--- src/rtl/vx_warp_sched_rr.sv ---
// Warp scheduler: tracks per-warp active/stalled/tmask/PC state and issues one
// ready warp per cycle (fixed-priority or round-robin) into a valid/ready register.
//
// state   | meaning
// ST_BOOT | out of reset; next edge loads the boot state of warp 0, no selection
// ST_RUN  | normal scheduling
module vx_warp_sched_rr #(
  parameter int NUM_WARPS      = 8,
  parameter int NUM_THREADS    = 4,
  parameter int PC_WIDTH       = 32,
  parameter int NUM_BRANCH     = 2,
  parameter int POLICY         = 1,
  parameter int PC_INCR        = 4,
  parameter int TIMEOUT_CYCLES = 1000,
  parameter int NW_WIDTH       = $clog2(NUM_WARPS)
) (
  input  logic                           clk,
  input  logic                           reset_n,
  input  logic [PC_WIDTH-1:0]            startup_pc,
  input  logic                           spawn_valid,
  input  logic [NUM_WARPS-1:0]           spawn_wmask,
  input  logic [PC_WIDTH-1:0]            spawn_pc,
  input  logic                           tmc_valid,
  input  logic [NW_WIDTH-1:0]            tmc_wid,
  input  logic [NUM_THREADS-1:0]         tmc_tmask,
  input  logic [NUM_BRANCH-1:0]          br_valid,
  input  logic [NUM_BRANCH*NW_WIDTH-1:0] br_wid,
  input  logic [NUM_BRANCH-1:0]          br_taken,
  input  logic [NUM_BRANCH*PC_WIDTH-1:0] br_dest,
  input  logic                           unlock_valid,
  input  logic [NW_WIDTH-1:0]            unlock_wid,
  output logic                           sched_valid,
  input  logic                           sched_ready,
  output logic [NW_WIDTH-1:0]            sched_wid,
  output logic [NUM_THREADS-1:0]         sched_tmask,
  output logic [PC_WIDTH-1:0]            sched_pc,
  output logic [NUM_WARPS-1:0]           active_warps,
  output logic                           stall_timeout,
  output logic                           busy
);

  typedef enum logic {ST_BOOT = 1'b0, ST_RUN = 1'b1} state_t;

  localparam logic [19:0]         TO_MAX  = 20'(TIMEOUT_CYCLES);
  localparam logic [PC_WIDTH-1:0] PC_STEP = PC_WIDTH'(PC_INCR);

  state_t                  r_state, w_state_n;
  logic [NUM_WARPS-1:0]    r_active, r_stalled, w_active_n, w_stalled_n, w_ready;
  logic [NUM_THREADS-1:0]  r_tmask [NUM_WARPS];
  logic [NUM_THREADS-1:0]  w_tmask_n [NUM_WARPS];
  logic [PC_WIDTH-1:0]     r_pc [NUM_WARPS];
  logic [PC_WIDTH-1:0]     w_pc_n [NUM_WARPS];
  logic [NW_WIDTH-1:0]     r_rr_ptr, w_rr_n, w_sel_wid;
  logic                    w_issue;
  logic                    r_out_valid;
  logic [NW_WIDTH-1:0]     r_out_wid;
  logic [NUM_THREADS-1:0]  r_out_tmask;
  logic [PC_WIDTH-1:0]     r_out_pc;
  logic [19:0]             r_to_cnt;

  always_ff @(posedge clk or negedge reset_n) begin
    if (!reset_n) r_state <= ST_BOOT;
    else          r_state <= w_state_n;
  end

  always_comb begin
    w_state_n = r_state;
    if (r_state == ST_BOOT) w_state_n = ST_RUN;
  end

  assign w_ready = r_active & ~r_stalled;
  assign w_issue = (r_state == ST_RUN) && (|w_ready) && (!r_out_valid || sched_ready);

  // Scan from the far end so the candidate closest to the start point wins.
  always_comb begin
    logic [NW_WIDTH-1:0] v_idx;
    v_idx     = '0;
    w_sel_wid = '0;
    for (int i = NUM_WARPS - 1; i >= 0; i--) begin
      if (POLICY == 0) v_idx = NW_WIDTH'(i);
      else             v_idx = NW_WIDTH'((int'(r_rr_ptr) + i) % NUM_WARPS);
      if (w_ready[v_idx]) w_sel_wid = v_idx;
    end
  end

  // Per-warp next state; later updates override earlier ones, issue last.
  always_comb begin
    logic [NW_WIDTH-1:0] v_bwid;
    v_bwid      = '0;
    w_active_n  = r_active;
    w_stalled_n = r_stalled;
    w_tmask_n   = r_tmask;
    w_pc_n      = r_pc;
    w_rr_n      = r_rr_ptr;
    if (r_state == ST_BOOT) begin
      w_active_n[0] = 1'b1;
      w_tmask_n[0]  = NUM_THREADS'(1);
      w_pc_n[0]     = startup_pc;
    end else begin
      if (spawn_valid) begin
        for (int i = 0; i < NUM_WARPS; i++) begin
          if (spawn_wmask[i]) begin
            w_active_n[i] = 1'b1;
            w_tmask_n[i]  = NUM_THREADS'(1);
            w_pc_n[i]     = spawn_pc;
          end
        end
      end
      if (tmc_valid) begin
        w_tmask_n[tmc_wid]   = tmc_tmask;
        w_active_n[tmc_wid]  = |tmc_tmask;
        w_stalled_n[tmc_wid] = 1'b0;
      end
      for (int k = 0; k < NUM_BRANCH; k++) begin
        v_bwid = br_wid[k*NW_WIDTH +: NW_WIDTH];
        if (br_valid[k]) begin
          if (br_taken[k]) w_pc_n[v_bwid] = br_dest[k*PC_WIDTH +: PC_WIDTH];
          w_stalled_n[v_bwid] = 1'b0;
        end
      end
      if (unlock_valid) w_stalled_n[unlock_wid] = 1'b0;
      if (w_issue) begin
        w_stalled_n[w_sel_wid] = 1'b1;
        w_pc_n[w_sel_wid]      = r_pc[w_sel_wid] + PC_STEP;
        if (POLICY != 0) begin
          if (w_sel_wid == NW_WIDTH'(NUM_WARPS - 1)) w_rr_n = '0;
          else                                       w_rr_n = w_sel_wid + NW_WIDTH'(1);
        end
      end
    end
  end

  always_ff @(posedge clk or negedge reset_n) begin
    if (!reset_n) begin
      r_active  <= '0;
      r_stalled <= '0;
      r_tmask   <= '{default: '0};
      r_pc      <= '{default: '0};
      r_rr_ptr  <= '0;
    end else begin
      r_active  <= w_active_n;
      r_stalled <= w_stalled_n;
      r_tmask   <= w_tmask_n;
      r_pc      <= w_pc_n;
      r_rr_ptr  <= w_rr_n;
    end
  end

  always_ff @(posedge clk or negedge reset_n) begin
    if (!reset_n) begin
      r_out_valid <= 1'b0;
      r_out_wid   <= '0;
      r_out_tmask <= '0;
      r_out_pc    <= '0;
    end else if (w_issue) begin
      r_out_valid <= 1'b1;
      r_out_wid   <= w_sel_wid;
      r_out_tmask <= r_tmask[w_sel_wid];
      r_out_pc    <= r_pc[w_sel_wid];
    end else if (sched_ready) begin
      r_out_valid <= 1'b0;
    end
  end

  // Counts only while every active warp is stalled; saturates at the threshold.
  always_ff @(posedge clk or negedge reset_n) begin
    if (!reset_n) begin
      r_to_cnt <= '0;
    end else if ((r_state == ST_RUN) && (|r_active) && !(|w_ready)) begin
      if (r_to_cnt != TO_MAX) r_to_cnt <= r_to_cnt + 20'd1;
    end else begin
      r_to_cnt <= '0;
    end
  end

  assign sched_valid   = r_out_valid;
  assign sched_wid     = r_out_wid;
  assign sched_tmask   = r_out_tmask;
  assign sched_pc      = r_out_pc;
  assign active_warps  = r_active;
  assign stall_timeout = (r_to_cnt == TO_MAX);
  assign busy          = (|r_active) || r_out_valid;

endmodule

--- config.mk ---
export PLATFORM = sky130hd
export DESIGN_NAME = vx_warp_sched_rr
export DESIGN_NICKNAME = d
export VERILOG_FILES = /design/src/rtl/vx_warp_sched_rr.sv
export SDC_FILE = /design/constraint.sdc
export NUM_CORES = 2
export LEC_CHECK = 0
export ABC_AREA = 0
export BUFFER_PORTS_ARGS = -buffer_cell sky130_fd_sc_hd__buf_2
export CAP_MARGIN = 20
export CELL_PAD_IN_SITES_DETAIL_PLACEMENT = 0
export CELL_PAD_IN_SITES_GLOBAL_PLACEMENT = 1
export CORE_UTILIZATION = 40
export CTS_CLUSTER_SIZE = 30
export DETAILED_ROUTE_END_ITERATION = 10
export GPL_TIMING_DRIVEN = 1
export HOLD_SLACK_MARGIN = 0.05
export PLACE_DENSITY = 0.72
export SETUP_SLACK_MARGIN = 0.02
export SLEW_MARGIN = 20
export SYNTH_ARGS = -nofsm -noshare
export SYNTH_HDL_FRONTEND = slang
export SYNTH_SLANG_ARGS = --single-unit
--- constraint.sdc ---
create_clock -name clk -period 6.4 [get_ports clk]
set_clock_uncertainty 0.1 [all_clocks]
set_input_delay 0.64 -clock clk [delete_from_list [all_inputs] [get_ports clk]]
set_output_delay 0.64 -clock clk [all_outputs]
set_load 0.1 [all_outputs]
==> run metrics <==
outcome finished, final reports clean; layout net count 3,869; pin count of the biggest net entering global routing 137; Most common cell on crit path a221o_1; Fillers 7,095; Ys Warns 0; syn_area_per_cell 7.66 µm²; drt pass-1 iters 6; Sequential Area 9210 µm²; Starting DRT DRC Count 4,108; Setup TNS 0 ns; Area Overhead vs Synth 12.6%; clk sinks 368; CP Class reg -> reg; Via density 6.52; multi-input logic area 17,100 µm²; Ports 212; register area share after synthesis 32.4%; CP max-delay cell or4b_1; Post-Syn Nets 3,878; Starting Density 40.5%; Root Buffer clkbuf_16; fmax 0.161 GHz; share of layout cells above drive strength 1 13.9%; Tmin final 6.22 ns; WP buf/inv 2; most common cell after layout, fill and taps aside nand2_1; Post-Syn Area 28,400 µm²; synthesized flop and latch total 368; crit path cell chain inv_2 > ha_1 > or4b_1 > a41oi_2 > o221ai_1 > a22oi_4 > nor4_2 > or2_2 > buf_4 > nand2_1 > o22ai_1 > a221o_1 > nor4_4 > nand2_2 > nor4b_2 > xnor2_2 > a221o_1; CP Max Fanout 11; Remaining Overflow, GRT 0; FFs w/ async S/R, synth 100%; Core Box Area 70,100 µm²; max incr delay on CP 0.57 ns; CTS tree yes; commonest non-fill, non-tap cells in the layout 458 x nand2_1, 367 x dfrtp_1, 349 x o21ai_0; Core Rows 97; Final Cycle Share 97.2%; cts bufs inserted 49; hold crit path type in -> reg; vias in the first global route 27,800; Required @ worst endpoint 6.80 ns; number of antenna violations at the first check in global routing 13; max cap viols 0; Max Slew Vio Count 0; Cells after Synth 3,710; Die Wd 269 µm; crit end category flop; Total Routing Usage GR 37.1%; worst skew pair latency 0.64 ns; Distinct cells, synth 91; Largest delay share family, worst path simple AND/OR/NAND/NOR gates; IO Port Bufs 211; startpoint class of the critical path flop; DRC 0; Main synth FF type dfrtp_1; Avg WL per Cell 29.0 µm; Rel. slew slack 18.7%; Antenna Nets Post-Route 0; first-pass GRT wire length 198 mm; CTS clk-pin slew, worst paths 0.06 ns; hpwl dp 87.7 mm; H-tree levels 2; die area 72,100 µm²; Final setup viols 0; GP Congestion 0.996; Final Hold Fails 0; vias after detailed routing 30,600; final wirelength 136 mm; number of synthesized flops with an enable pin 0; crit path DAT 6.62 ns; Die Ht 269 µm; slew at the pin closest to its max-slew limit 1.21 ns; clk buf depth 3; RSZ-0062 raised after global routing true
-- worst paths after layout --
path	from	endpoint	slack [ns]	depth (start not counted)
worst max-delay path	r_rr_ptr[1]	r_pc[255]	0.18	17
worst min-delay path	startup_pc[21]	r_pc[245]	0.11	3
worst max register to register	r_rr_ptr[1]	r_pc[255]	0.18	17
worst min register to register	sched_pc[11]	sched_pc[11]	0.37	2
max in group asynchronous	reset_n	r_pc[168]	4.30	3
min in group asynchronous	reset_n	sched_pc[2]	0.49	2
-- layer usage --
metal  wire [µm]  vias up  global-route usage, %
met3       14000      361                   7.74
met1       56800    14800                   51.2
met2       58200     1879                   55.0
li1            -    13500                      -
met5          31        -                      0
met4        6900        4                   17.7
-- worst min-delay path, stage by stage --
cell      delay [ns]
buf_2           0.07
nand2_1         0.04
o221ai_1        0.05
-- layout make-up --
cell class,instances,area share [%]
antenna,10,0.0782
clock buffer,78,4.90
clock inverter,12,0.364
inverter,172,2.04
multi-input combinational,2775,53.6
sequential,368,28.8
tap,940,3.67
timing repair buffer,335,6.58
-- flip-flops by register name, summed over array words and instances (netlist names) --
signal        flops
active_warps      8
sched_wid         3
r_state           1
r_pc            256
r_rr_ptr          3
sched_pc         32
sched_valid       1
r_tmask          32
sched_tmask       4
r_to_cnt         20
r_stalled         8
-- synth_stat cells (all sizes together) (79+ instances only) --
cell,count,area [µm²]
o221ai,79,692
nor2,333,1250
buf,103,538
inv,172,646
o21ai,359,1800
a21oi,303,1530
mux2i,254,2540
dfrtp,368,9210
nand2,475,1790
a211oi,216,1620
clkbuf,292,1110
o211ai,116,871
nand3,145,726
-- stage by stage --
step                area (µm²)  worst slack (ns)  cells  util [%]  hold WS (ns)
floorplan                28400             0.856   3710         -         0.244
global placement         30200             0.357   4587      43.1         0.357
detailed placement       30200             0.236   4588      43.1         0.364
CTS                      31900             0.225   4679      45.5         0.106
global route             32000           -0.0412   4686      45.6         0.124
finish                   32000             0.178   4690      45.6         0.114
-- what timing repair did --
action / 4_1_cts / 5_1_grt
buffers inserted: 0 / 0
hold endpoints to repair: 84 / 0
gates resized for setup: 0 / 5
hold buffers: 1 / 0
setup endpoints to repair: 0 / 68
-- cell families (layout without fill, tap and decap cells) --
family | Yosys count | in the layout | share of synthesized area [%]
other cells | 1 | 11 | 0.0132
compound gates | 1293 | 1293 | 29.7
flops | 368 | 368 | 32.4
mux | 282 | 282 | 10.4
xor+xnor | 43 | 43 | 1.35
fa+ha+maj | 6 | 6 | 0.264
simple gates | 1150 | 1150 | 17.8
buf+inv | 567 | 597 | 8.06
Power is left out: the tool's default activity adds up to more than one toggle a clock period on the data nets, which glitch-free logic cannot reach.
